==> src/rtl/pcie_tl_cpl_tracker.sv <==
`default_nettype none
// ============================================================================
// Module   : pcie_tl_cpl_tracker
// Brief    : Completer-side TLP engine. Accepts Memory Read request headers,
//            tracks them in a slot table, hands them to the application, and
//            converts the application's multi-beat completion data into CplD
//            TLPs on a backpressured TX stream.
// Ports    : clk/rst            - clock, synchronous active-high reset
//            rx_req_*           - request header stream from the DLL
//            app_req_*          - request handed to the application
//            app_cpl_*          - completion data beats from the application
//            tx_*               - CplD TLP stream towards the DLL
//            outstanding_cnt    - number of occupied slots
//            err_unexp_cpl      - pulse: completion started on an empty slot
//            err_unsup_req      - pulse: non-MRd request discarded
// Revision : 1.0 - initial release
// ============================================================================
module pcie_tl_cpl_tracker #(
    parameter int          DATA_WIDTH   = 256,
    parameter int          HDR_WIDTH    = 128,
    parameter int          NUM_TAGS     = 8,
    parameter logic [15:0] COMPLETER_ID = 16'h0100
) (
    input  logic                          clk,
    input  logic                          rst,
    input  logic                          rx_req_valid,
    output logic                          rx_req_ready,
    input  logic [HDR_WIDTH-1:0]          rx_req_header,
    output logic                          app_req_valid,
    input  logic                          app_req_ready,
    output logic [$clog2(NUM_TAGS)-1:0]   app_req_slot,
    output logic [63:0]                   app_req_addr,
    output logic [10:0]                   app_req_len,
    input  logic                          app_cpl_valid,
    output logic                          app_cpl_ready,
    input  logic [$clog2(NUM_TAGS)-1:0]   app_cpl_slot,
    input  logic [DATA_WIDTH-1:0]         app_cpl_data,
    input  logic                          app_cpl_last,
    output logic                          tx_valid,
    input  logic                          tx_ready,
    output logic [HDR_WIDTH-1:0]          tx_header,
    output logic [DATA_WIDTH-1:0]         tx_data,
    output logic                          tx_sop,
    output logic                          tx_eop,
    output logic [$clog2(NUM_TAGS):0]     outstanding_cnt,
    output logic                          err_unexp_cpl,
    output logic                          err_unsup_req
);

    localparam int SLOT_W = $clog2(NUM_TAGS);
    localparam int CNT_W  = SLOT_W + 1;

    localparam logic [1:0] S_IDLE   = 2'd0;
    localparam logic [1:0] S_STREAM = 2'd1;
    localparam logic [1:0] S_DROP   = 2'd2;

    // Slot table: valid bits are reset, payload fields are only meaningful
    // while the corresponding valid bit is set.
    logic [NUM_TAGS-1:0] r_slot_vld;
    logic [15:0]         r_slot_reqid [NUM_TAGS];
    logic [7:0]          r_slot_tag   [NUM_TAGS];
    logic [9:0]          r_slot_len   [NUM_TAGS];
    logic [6:0]          r_slot_lad   [NUM_TAGS];

    logic [1:0]            r_state;
    logic [SLOT_W-1:0]     r_cur_slot;
    logic [CNT_W-1:0]      r_outstanding;
    logic                  r_app_req_valid;
    logic [SLOT_W-1:0]     r_app_req_slot;
    logic [63:0]           r_app_req_addr;
    logic [10:0]           r_app_req_len;
    logic                  r_tx_valid;
    logic [HDR_WIDTH-1:0]  r_tx_header;
    logic [DATA_WIDTH-1:0] r_tx_data;
    logic                  r_tx_sop;
    logic                  r_tx_eop;
    logic                  r_err_unexp;
    logic                  r_err_unsup;

    logic [9:0]            w_len_field;
    logic                  w_is_mrd;
    logic                  w_rx_acc;
    logic                  w_alloc;
    logic [SLOT_W-1:0]     w_alloc_slot;
    logic                  w_cpl_ready;
    logic                  w_cpl_acc;
    logic                  w_first;
    logic                  w_hit;
    logic                  w_emit;
    logic                  w_free;
    logic [SLOT_W-1:0]     w_free_slot;
    logic [HDR_WIDTH-1:0]  w_cpl_hdr;

    // ---------------- request side ----------------
    assign w_len_field = rx_req_header[109:100];
    assign w_is_mrd    = (rx_req_header[127:126] == 2'b00) && (rx_req_header[124:120] == 5'b00000);
    assign rx_req_ready = (~&r_slot_vld) & ~r_app_req_valid;
    assign w_rx_acc    = rx_req_valid & rx_req_ready;
    assign w_alloc     = w_rx_acc & w_is_mrd;

    // Lowest free slot: descending scan so the lowest index is written last.
    always_comb begin
        w_alloc_slot = '0;
        for (int i = NUM_TAGS - 1; i >= 0; i--) begin
            if (!r_slot_vld[i]) begin
                w_alloc_slot = SLOT_W'(i);
            end
        end
    end

    // ---------------- completion side ----------------
    assign w_cpl_ready = ~r_tx_valid | tx_ready;
    assign w_cpl_acc   = app_cpl_valid & w_cpl_ready;
    assign w_first     = (r_state == S_IDLE);
    assign w_hit       = r_slot_vld[app_cpl_slot];
    assign w_emit      = w_cpl_acc & ((w_first & w_hit) | (r_state == S_STREAM));
    assign w_free      = w_emit & app_cpl_last;
    // The slot number is only presented on the first beat; later beats use
    // the slot captured then.
    assign w_free_slot = w_first ? app_cpl_slot : r_cur_slot;

    always_comb begin
        w_cpl_hdr            = '0;
        w_cpl_hdr[127:125]   = 3'b010;
        w_cpl_hdr[124:120]   = 5'b01010;
        w_cpl_hdr[109:100]   = r_slot_len[app_cpl_slot];
        w_cpl_hdr[95:80]     = COMPLETER_ID;
        // Byte count is length*4 in 12 bits; a 1024-DW request wraps to 0.
        w_cpl_hdr[75:64]     = {r_slot_len[app_cpl_slot], 2'b00};
        w_cpl_hdr[63:48]     = r_slot_reqid[app_cpl_slot];
        w_cpl_hdr[47:40]     = r_slot_tag[app_cpl_slot];
        w_cpl_hdr[38:32]     = r_slot_lad[app_cpl_slot];
    end

    // Slot payload storage, written only on allocation.
    always_ff @(posedge clk) begin
        if (w_alloc) begin
            r_slot_reqid[w_alloc_slot] <= rx_req_header[95:80];
            r_slot_tag[w_alloc_slot]   <= rx_req_header[79:72];
            r_slot_len[w_alloc_slot]   <= w_len_field;
            r_slot_lad[w_alloc_slot]   <= rx_req_header[6:0];
        end
    end

    always_ff @(posedge clk) begin
        if (rst) begin
            r_slot_vld      <= '0;
            r_state         <= S_IDLE;
            r_cur_slot      <= '0;
            r_outstanding   <= '0;
            r_app_req_valid <= 1'b0;
            r_app_req_slot  <= '0;
            r_app_req_addr  <= '0;
            r_app_req_len   <= '0;
            r_tx_valid      <= 1'b0;
            r_tx_header     <= '0;
            r_tx_data       <= '0;
            r_tx_sop        <= 1'b0;
            r_tx_eop        <= 1'b0;
            r_err_unexp     <= 1'b0;
            r_err_unsup     <= 1'b0;
        end else begin
            // Free and allocate never hit the same slot: allocation picks from
            // the pre-edge free vector, freeing targets a currently valid slot.
            if (w_free) begin
                r_slot_vld[w_free_slot] <= 1'b0;
            end
            if (w_alloc) begin
                r_slot_vld[w_alloc_slot] <= 1'b1;
            end

            case ({w_alloc, w_free})
                2'b10:   r_outstanding <= r_outstanding + CNT_W'(1);
                2'b01:   r_outstanding <= r_outstanding - CNT_W'(1);
                default: r_outstanding <= r_outstanding;
            endcase

            if (w_alloc) begin
                r_app_req_valid <= 1'b1;
                r_app_req_slot  <= w_alloc_slot;
                r_app_req_addr  <= rx_req_header[63:0];
                r_app_req_len   <= {(w_len_field == 10'd0), w_len_field};
            end else if (app_req_ready) begin
                r_app_req_valid <= 1'b0;
            end

            r_err_unsup <= w_rx_acc & ~w_is_mrd;
            r_err_unexp <= w_cpl_acc & w_first & ~w_hit;

            if (w_cpl_acc) begin
                case (r_state)
                    S_IDLE: begin
                        if (w_hit) begin
                            r_cur_slot <= app_cpl_slot;
                            if (!app_cpl_last) r_state <= S_STREAM;
                        end else if (!app_cpl_last) begin
                            r_state <= S_DROP;
                        end
                    end
                    S_STREAM, S_DROP: begin
                        if (app_cpl_last) r_state <= S_IDLE;
                    end
                    default: r_state <= S_IDLE;
                endcase
            end

            // Output register loads whenever it is empty or being drained.
            if (w_cpl_ready) begin
                r_tx_valid  <= w_emit;
                r_tx_sop    <= w_emit & w_first;
                r_tx_eop    <= w_emit & app_cpl_last;
                r_tx_data   <= w_emit ? app_cpl_data : '0;
                r_tx_header <= (w_emit & w_first) ? w_cpl_hdr : '0;
            end
        end
    end

    assign app_req_valid   = r_app_req_valid;
    assign app_req_slot    = r_app_req_slot;
    assign app_req_addr    = r_app_req_addr;
    assign app_req_len     = r_app_req_len;
    assign app_cpl_ready   = w_cpl_ready;
    assign tx_valid        = r_tx_valid;
    assign tx_header       = r_tx_header;
    assign tx_data         = r_tx_data;
    assign tx_sop          = r_tx_sop;
    assign tx_eop          = r_tx_eop;
    assign outstanding_cnt = r_outstanding;
    assign err_unexp_cpl   = r_err_unexp;
    assign err_unsup_req   = r_err_unsup;

endmodule
`default_nettype wire

==> config.mk <==
export PLATFORM = sky130hd
export DESIGN_NAME = pcie_tl_cpl_tracker
export DESIGN_NICKNAME = d
export VERILOG_FILES = /design/src/rtl/pcie_tl_cpl_tracker.sv
export SDC_FILE = /design/constraint.sdc
export NUM_CORES = 1
export LEC_CHECK = 0
export CAP_MARGIN = 20
export CORE_AREA = 2 2 341 343
export CTS_BUF_LIST = sky130_fd_sc_hd__clkbuf_8
export CTS_CLUSTER_SIZE = 24
export DETAILED_ROUTE_END_ITERATION = 10
export DIE_AREA = 0 0 343 345
export PLACE_DENSITY = 0.55
export SLEW_MARGIN = 10
export SYNTH_ARGS = -nofsm -noshare
export SYNTH_HDL_FRONTEND = slang
export SYNTH_SLANG_ARGS = --single-unit
==> constraint.sdc <==
create_clock -name clk -period 12 [get_ports clk]
set_input_delay 1.2 -clock clk [delete_from_list [all_inputs] [get_ports clk]]
set_output_delay 1.2 -clock clk [all_outputs]
set_load 0.01 [all_outputs]
==> results.cfg, run 1 <==
[route]
via_per_inst = 4.220
vias = 17730
drt_iter0_drc = 1171
first_pass_iters = 4
wl_per_cell_um = 23.08
drc = 0
postRouteAntennaNets = 0
wl_mm = 96.94

[synthesis]
synth_top_family_by_area = compound AO/OA/AOI/OAI gates
seq_area_frac_synth = 0.6896
synth_area_leaders = edfxtp_1 38%, dfxtp_1 31%, a22o_1 8.7%
synth-async-reset-ratio = 0
synth_simple_gate_area_share = 0.04266
syn_area_um2 = 25840
synth_fa_ha_area_frac = 0.002421
syn_inst = 1773
ys_ff_latch = 726
synth_top_area_frac = 0.3812
synth-warning-count = 0
syn_area_per_cell_um2 = 14.57
synth_common_cells = 398 x dfxtp_1, 328 x edfxtp_1, 257 x a22o_1
synth.distinct_cells = 49
synth_flop_cell = dfxtp_1
synth-edff-count = 328
synth_compound_area_frac = 0.1228
synth_most_common_cell = dfxtp_1
synthXorXnorAreaFrac = 0.001017
synthMuxAreaShare = 0.09167
synth_largest_area_cell = edfxtp_1

[final_layout]
multi_input_area_um2 = 7051
final-seq-area_um2 = 17820
fin_cells = 4201
final_layout_size_suffix_gt1_frac = 0.1132
post-route-util = 0.3240
nFillCells = 11460
final_net_count = 2961
syn2layout_area_growth_pct = 44.35

[floorplanning]
start_util = 0.2245
die_w_um = 343
rows = 125
io_pins = 868
fp.dieH_um = 345
die-area_um2 = 118300
core_area_um2 = 115100

[place]
place_inst = 3953
routabilityCongestion = 0.8376
io_buffer_count = 771
hpwl_mm = 67.48

[setup_path]
worstSetupStartpointType = input pin
path_max_fanout = 52
critPathSlowestCell = clkinv_2
rrSetupSlack_ns = 7.72
cp_top_family = buffers and inverters
max_stage_delay_ns = 0.77
required_ns = 12.41
crit-reg2reg-launch = r_slot_vld[2]
path_class = input pin to register
worstPathArrival_ns = 5.08
cp_common_cell = buf_4
reg2reg_to = r_slot_len[3][5]
worstSetupEndpointType = register
crit_start = rx_req_header[120]
critPathBufInv = 5
r2r.worst_path.cells = 10
path_cells = clkdlybuf4s50_1, nor4_1, nand2_1, nor2_4, buf_4, clkinv_2, buf_4, nor2_1, nand2_1, nor2_4, buf_4

[clock_tree]
cts_root_buf = clkbuf_8
cts_setup_buffers = 0
numCtsBuffers = 131
hold_buffers = 0
cts_tree = built
clk_pin_slew_ns = 0.06
cts.path.max_buffers = 3
clkLatencyLatePin_ns = 0.81
ctsResizeCount = 0
numClockSinks = 726
h-tree-depth = 4

[global_route]
antenna_found_initial = 32
met2_usage = 0.2688
grt_overflow_total = 0
gr-usage-met1 = 0.1873
busiest_layer = met2
grt_start_max_net_pins = 188
use_met3 = 0.05080
grt_pass1_wl_mm = 132.5
grt_pass1_vias = 17468
track_usage = 0.1572

[pwr]
fin_total_pwr_mw = 5.370
p_leak_nw = 13.01
swShare = 0.2477
share_comb_of_total_power = 0.079
vdd_drop_max_mv = 0.08394
p_switching_mw = 1.330
power_frac_clock = 0.427
p_int_mw = 4.040
seq_power_share = 0.494
power.density_nw_per_um2 = 144.0

[sta]
finalCritPeriodShare = 0.3893
fin_crit_ns = 4.671
clock.fmax_ghz = 0.2141
finalSetupViolCount = 0
relSlewSlack = 0.2230
finalSetupTns_ns = 0
rsz0062_at_grt = false
maxSlewViolCount = 0
skew_ns = 0.03935
hold_violations = 0
timing.hold.ws_ns = 0.4516
tightest_slew_ns = 1.165

[min_path]
whs_path_depth = 2
min-delay-start = tx_header[63]
hold_end = tx_header[63]
hold_path.class = register to register

[flow_run]
max_cap_viol_count = 0

[outcome]
status = finished, final reports clean
placed cells by master, fill, tap and decap left out, types with 3 or more instances in the layout:
master,count
ha_1,5
nor3_1,4
buf_4,23
nand3_1,6
o21a_1,5
dfxtp_1,398
edfxtp_1,328
a22o_1,257
mux2i_1,51
nand4_1,3
clkbuf_8,146
clkinvlp_4,3
clkinv_2,17
nand2b_1,3
clkdlybuf4s50_1,767
inv_12,5
clkinv_1,16
inv_8,4
nor2_1,16
o21ai_0,45
conb_1,73
inv_2,3
nand2_1,204
and3_1,3
diode_2,9
a41oi_1,3
mux4_2,82
xor2_1,3
a21oi_1,90
inv_1,53
nor4_1,4
nor2_4,5
o41ai_1,3
nor3b_1,4
through the flow:
stage / worst slack [ns] / cell area [um^2]
after CTS: 7.319 / 37270
after floorplan: 6.478 / 26110
after global routing: 7.032 / 37290
final: 7.329 / 37300
after detailed placement: 6.427 / 34720
after global placement: 6.444 / 34720
sequential cells by signal (all words and copies together), names as in the netlist:
name and count:
outstanding_cnt 4, tx_header 42, tx_valid 1, err_unsup_req 1, tx_data 256, r_cur_slot 3, app_req_len 11, r_slot_len 80
app_req_slot 3, app_req_addr 64, r_slot_reqid 128, r_slot_tag 64, r_slot_vld 8, app_req_valid 1, r_slot_lad 56, r_state 2
tx_eop 1, err_unexp_cpl 1
worst register-to-register path, stage by stage (launching register included):
cell and delay, ns:
dfxtp_1 0.42, nand4_1 0.28, o21ai_1 0.17, nor2_4 0.10, buf_4 0.44, clkinv_2 0.77, buf_4 0.56, nor2_1 0.26
nand2_1 0.12, nor2_4 0.10, buf_4 0.60
per-layer routing:
layer / up-vias / part of all wire
met5: - / 0.00025
met4: 4 / 0.021
met3: 163 / 0.077
met2: 697 / 0.50
met1: 8701 / 0.40
li1: 8165 / -
power groups by stage:
stage	registers (mW)	logic [mW]	clock network, mW
after floorplan	2.71	0.159	0
after global placement	2.70	0.428	0
after detailed placement	2.70	0.429	0
after CTS	2.65	0.432	2.39
after global routing	2.65	0.453	2.50
final	2.65	0.425	2.29
layout make-up:
type,count,share of cell area
antenna,9,0.0006038
clock buffer,146,0.05388
clock inverter,93,0.01456
inverter,12,0.001241
multi-input combinational,898,0.1890
sequential,726,0.4777
tap,1524,0.05113
timing repair buffer,793,0.2118
cells by family after synthesis:
group                    after synthesis
AO/OA/AOI/OAI                        419
adder cells (fa/ha/maj)                5
flip-flops                           726
multiplexers                         134
AND/OR/NAND/NOR                      264
other                                  1
XOR/XNOR                               3
buffers and inverters                221
how the worst max path moves through the flow:
stage               slack, ns             endpoint  depth (start not counted)
detailed placement       6.43  r_slot_reqid[3][14]                         11
global placement         6.44  r_slot_reqid[3][15]                         11
CTS                      7.32     r_slot_len[3][4]                         11
finish                   7.33     r_slot_len[3][5]                         11
floorplan                6.48     r_slot_lad[2][0]                          7
global route             7.03     r_slot_len[3][5]                         11
No activity file was read; power rests on OpenSTA's default activity.
==> inputs of run 2 (changes only) <==
--- a/config.mk
+++ b/config.mk
@@ -11,7 +11,7 @@
 export CTS_CLUSTER_SIZE = 24
 export DETAILED_ROUTE_END_ITERATION = 10
 export DIE_AREA = 0 0 343 345
-export PLACE_DENSITY = 0.55
+export PLACE_DENSITY = 0.57
 export SLEW_MARGIN = 10
 export SYNTH_ARGS = -nofsm -noshare
 export SYNTH_HDL_FRONTEND = slang
==> constraint.sdc (replaced) <==
create_clock -name clk -period 4.2 [get_ports clk]
set_input_delay 0.42 -clock clk [delete_from_list [all_inputs] [get_ports clk]]
set_output_delay 0.42 -clock clk [all_outputs]
set_load 0.01 [all_outputs]
==> run 2 against run 1 <==
Via count is 0.25% higher; flip-flop and latch count stayed put; core utilization is 0.35 points higher; design area is 1.1% higher; highest routed layer unchanged.
==> results.cfg, run 2 (synthesis results as in run 1) <==
[setup_path]
worstSetupEndpointType = register
required_ns = 4.91
crit-reg2reg-launch = r_state[0]
worstSetupStartpointType = register
cp_top_family = adder cells
critPathSlowestCell = a41oi_4
cp_common_cell = ha_1
crit_start = r_state[0]
path_cells = inv_1, ha_1, and3_1, a41oi_4, nor2_1, ha_1, xor2_1, ha_1, a21oi_1, xor2_1, or3_1, a21oi_1
worstPathArrival_ns = 3.67
max_stage_delay_ns = 0.41
critPathBufInv = 1
path_class = register to register
path_max_fanout = 12

[route]
wl_mm = 97.07
first_pass_iters = 5
postRouteAntennaNets = 0
vias = 17774
via_per_inst = 4.213
drc = 0
wl_per_cell_um = 23.01
drt_iter0_drc = 1080

[final_layout]
post-route-util = 0.3275
final_layout_size_suffix_gt1_frac = 0.1207
nFillCells = 11401
largest_reg_flops = 256
layout.cells.most_common_list = 767 x clkdlybuf4s50_1, 398 x dfxtp_1, 328 x edfxtp_1
fin_cells = 4219
mostFrequentLayoutCell = clkdlybuf4s50_1
syn2layout_area_growth_pct = 45.91
final_area_um2 = 37700
final_net_count = 2983

[floorplanning]
rows = 125
die-area_um2 = 118300
core_area_um2 = 115100
start_util = 0.2245
die_w_um = 343
fp.dieH_um = 345
io_pins = 868

[sta]
rsz0062_at_grt = false
timing.hold.ws_ns = 0.1564
maxSlewViolCount = 0
finalSetupViolCount = 0
fin_crit_ns = 2.954
hold_violations = 0
finalCritPeriodShare = 0.7034
relSlewSlack = 0.3920
finalSetupTns_ns = 0
clock.fmax_ghz = 0.3385
skew_ns = 0.05142
tightest_slew_ns = 0.9076

[clock_tree]
clk_pin_slew_ns = 0.06
cts.path.max_buffers = 3
h-tree-depth = 4
cts_setup_buffers = 0
clkLatencyLatePin_ns = 0.81
numCtsBuffers = 133
hold_buffers = 1
cts_tree = built
ctsResizeCount = 0
cts_root_buf = clkbuf_8
numClockSinks = 726

[global_route]
grt_pass1_wl_mm = 132.9
grt_pass1_vias = 17506
track_usage = 0.1578
antenna_found_initial = 27
grt_overflow_total = 0
grt_start_max_net_pins = 91

[place]
io_buffer_count = 771
place_inst = 3972
placed_area_um2 = 35020
hpwl_mm = 70.17
routabilityCongestion = 0.8239

[min_path]
hold_path.class = input pin to register
min-delay-start = rx_req_header[8]

[pwr]
vdd_drop_max_mv = 0.2226
p_leak_nw = 13.20
power.density_nw_per_um2 = 412.3

[flow_run]
max_cap_viol_count = 0

[outcome]
status = finished, final reports clean
-- run 2: changes by cell type in the layout (fill, tap and decap cells not counted), sizes merged --
cell,delta
buf,+19
clkbuf,+7
diode,-6
clkinv,-3
clkinvlp,-1
dlygate4sd3,+1
inv,+1
-- run 2: tightest hold or removal path, cell delays in order --
cell and delay [ns]:
clkdlybuf4s50_1 0.39, nand2_1 0.06, a21oi_1 0.05
-- run 2: per-layer routing --
| layer | GRT usage | vias up | routed length, um |
|---|---|---|---|
| li1 | - | 8208 | - |
| met3 | 0.05356 | 166 | 7577 |
| met1 | 0.1790 | 8700 | 37690 |
| met5 | 0 | - | 98 |
| met2 | 0.2808 | 686 | 49700 |
| met4 | 0.04099 | 14 | 2002 |
-- run 2: layout make-up --
cell class,instances,area (um^2),share of cell area
multi-input cells,898,7057,0.1872
well taps,1524,1907,0.05058
repair buffers,813,8202,0.2175
diodes,3,7.507,0.0001991
flip-flops and latches,726,17820,0.4726
clock buffers,153,2106,0.05585
clock inverters,90,559.3,0.01483
inverters,12,46.29,0.001228
-- run 2: path summary, 6_finish.rpt --
kind	to	slack, ns	cells after the start
worst max-delay path	outstanding_cnt[2]	1.25	12
worst min register to register	tx_header[60]	0.45	2
worst min-delay path	app_req_addr[8]	0.16	3
worst max register to register	outstanding_cnt[2]	1.25	12
-- run 2: report_power, final --
part           total, mW  internal (mW)  leakage [nW]  switching [mW]
sequential          7.57           7.50          6.17          0.0743
clock               6.73           3.53          1.54            3.20
combinational       1.24          0.679          5.49           0.563
total               15.5           11.7          13.2            3.84
-- run 2: metrics by stage --
stage / setup WS (ns) / power, mW
6_report: 1.246 / 15.54
5_1_grt: 0.9815 / 16.21
4_1_cts: 1.110 / 15.83
3_5_place_dp: 0.9008 / 8.976
3_3_place_gp: 0.9092 / 8.973
2_1_floorplan: 0.6545 / 8.209
==> inputs of run 3 (changes only) <==
==> constraint.sdc (replaced) <==
create_clock -name clk -period 2.4 [get_ports clk]
set_input_delay 0.24 -clock clk [delete_from_list [all_inputs] [get_ports clk]]
set_output_delay 0.24 -clock clk [all_outputs]
set_load 0.01 [all_outputs]
==> run 3 against run 2 <==
Final cell count rose by 8.0%; register-to-register slack got worse by 1.1 ns; clock-buffer cell count fell by 7; largest cell class unchanged.
==> results.cfg, run 3 (synthesis results as in run 1) <==
[outcome]
status = finished, final reports clean

[clock_tree]
cts_root_buf = clkbuf_8
cts_tree = built
clkLatencyLatePin_ns = 0.80
cts.path.max_buffers = 3
clk_pin_slew_ns = 0.06
numCtsBuffers = 133
h-tree-depth = 4
numClockSinks = 726

[floorplanning]
die-area_um2 = 118300
fp.dieH_um = 345
core_area_um2 = 115100
io_pins = 868
die_w_um = 343
rows = 125
start_util = 0.2245

[place]
routabilityCongestion = 0.8314
placed_area_um2 = 35640
place_inst = 4028
preCtsSetupSlack_ns = -0.2697
io_buffer_count = 771
hpwl_mm = 72.17

[final_layout]
post-route-util = 0.3571
nFillCells = 10999
syn2layout_area_growth_pct = 59.07
mostFrequentLayoutCell = clkdlybuf4s50_1
final_layout_size_suffix_gt1_frac = 0.1297
largest_reg_flops = 256
final_net_count = 3318
final_area_um2 = 41100
layout.cells.most_common_list = 765 x clkdlybuf4s50_1, 394 x dfxtp_1, 328 x edfxtp_1
fin_cells = 4555

[route]
wl_mm = 101.2
wl_per_cell_um = 22.23
postRouteAntennaNets = 0
via_per_inst = 4.236
drc = 0
vias = 19295
drt_iter0_drc = 1282
first_pass_iters = 5

[sta]
finalCritPeriodShare = 0.9548
finalSetupTns_ns = 0
rsz0062_at_grt = true
clock.fmax_ghz = 0.4364
maxSlewViolCount = 0
timing.hold.ws_ns = 0.09855
fin_ws_ns = 0.1085
skew_ns = 0.04389
fin_crit_ns = 2.291
relSlewSlack = 0.3167
hold_violations = 0
tightest_slew_ns = 1.016
finalSetupViolCount = 0

[global_route]
grt_pass1_vias = 19414
track_usage = 0.1641
antenna_found_initial = 16
grt_overflow_total = 0
grt_pass1_wl_mm = 140.8
grt_start_max_net_pins = 91

[setup_path]
worstPathArrival_ns = 2.99
rrSetupSlack_ns = 0.11
crit-reg2reg-launch = r_state[0]
critPathBufInv = 1
required_ns = 3.10
max_stage_delay_ns = 0.32
worstSetupStartpointType = register
reg2reg_to = outstanding_cnt[2]
critPathSlowestCell = dfxtp_1
crit_cells = 12
path_cells = inv_1, ha_2, and3_4, a41oi_4, nor2_2, ha_2, xor2_1, ha_1, a21oi_2, xor2_1, or3_1, a21oi_1
cp_top_family = simple AND/OR/NAND/NOR gates
r2r.worst_path.cells = 12
path_max_fanout = 3
worstSetupEndpointType = register
path_class = register to register

[flow_run]
max_cap_viol_count = 0

[pwr]
vdd_drop_max_mv = 0.3740
fin_total_pwr_mw = 27.53
p_leak_nw = 14.67
power.density_nw_per_um2 = 669.7

[min_path]
hold_end = tx_data[173]
min-delay-start = app_cpl_data[173]
hold_path.class = input pin to register
whs_path_depth = 2
run 3: changes by cell type in the layout (fill, tap and decap cells not counted), sizes merged:
cell / change
dlygate4sd3: +279
clkbuf: -6
clkdlybuf4s50: -2
inv: +1
buf: +56
clkinvlp: +3
dlygate4sd2: +1
clkinv: -1
diode: +5
run 3: area by class of cell:
type | instances | area [um^2] | area share
multi-input combinational | 898 | 7097 | 0.1727
timing repair buffer | 1148 | 11610 | 0.2824
clock inverter | 93 | 590.6 | 0.01437
sequential | 726 | 17820 | 0.4336
tap | 1524 | 1907 | 0.04639
clock buffer | 146 | 2009 | 0.04889
inverter | 12 | 50.05 | 0.001218
antenna | 8 | 20.02 | 0.0004871
run 3: power breakdown:
| group | total, mW | internal [mW] | switching, mW |
|---|---|---|---|
| Combinational | 2.72 | 1.56 | 1.17 |
| Sequential | 13.3 | 13.1 | 0.137 |
| Clock | 11.5 | 5.95 | 5.59 |
| Total | 27.5 | 20.6 | 6.90 |
run 3: routing by layer:
metal	vias to the layer above	global-route usage	routed length (um)
met1	9521	0.1959	40280
met4	12	0.04723	2207
met2	754	0.2870	51510
met3	139	0.04381	7167
met5	-	0	74
li1	8869	-	-
run 3: worst max-delay path by stage:
| stage | start | end | slack, ns |
|---|---|---|---|
| floorplan | r_slot_vld[0] | r_slot_lad[2][0] | -0.21 |
| global placement | rx_req_header[120] | outstanding_cnt[2] | -0.31 |
| detailed placement | tx_ready | outstanding_cnt[3] | -0.27 |
| CTS | r_slot_vld[0] | rx_req_ready | -0.002 |
| global route | r_state[0] | outstanding_cnt[2] | -0.05 |
| finish | r_state[0] | outstanding_cnt[2] | 0.11 |
run 3: timing repair:
item	in CTS	in global routing
pin swaps	1	4
gates cloned	0	0
setup endpoints to repair	24	9
endpoints found under the hold margin	311	0
buffers inserted	0	0
gates resized for setup	7	11
hold buffers	280	0
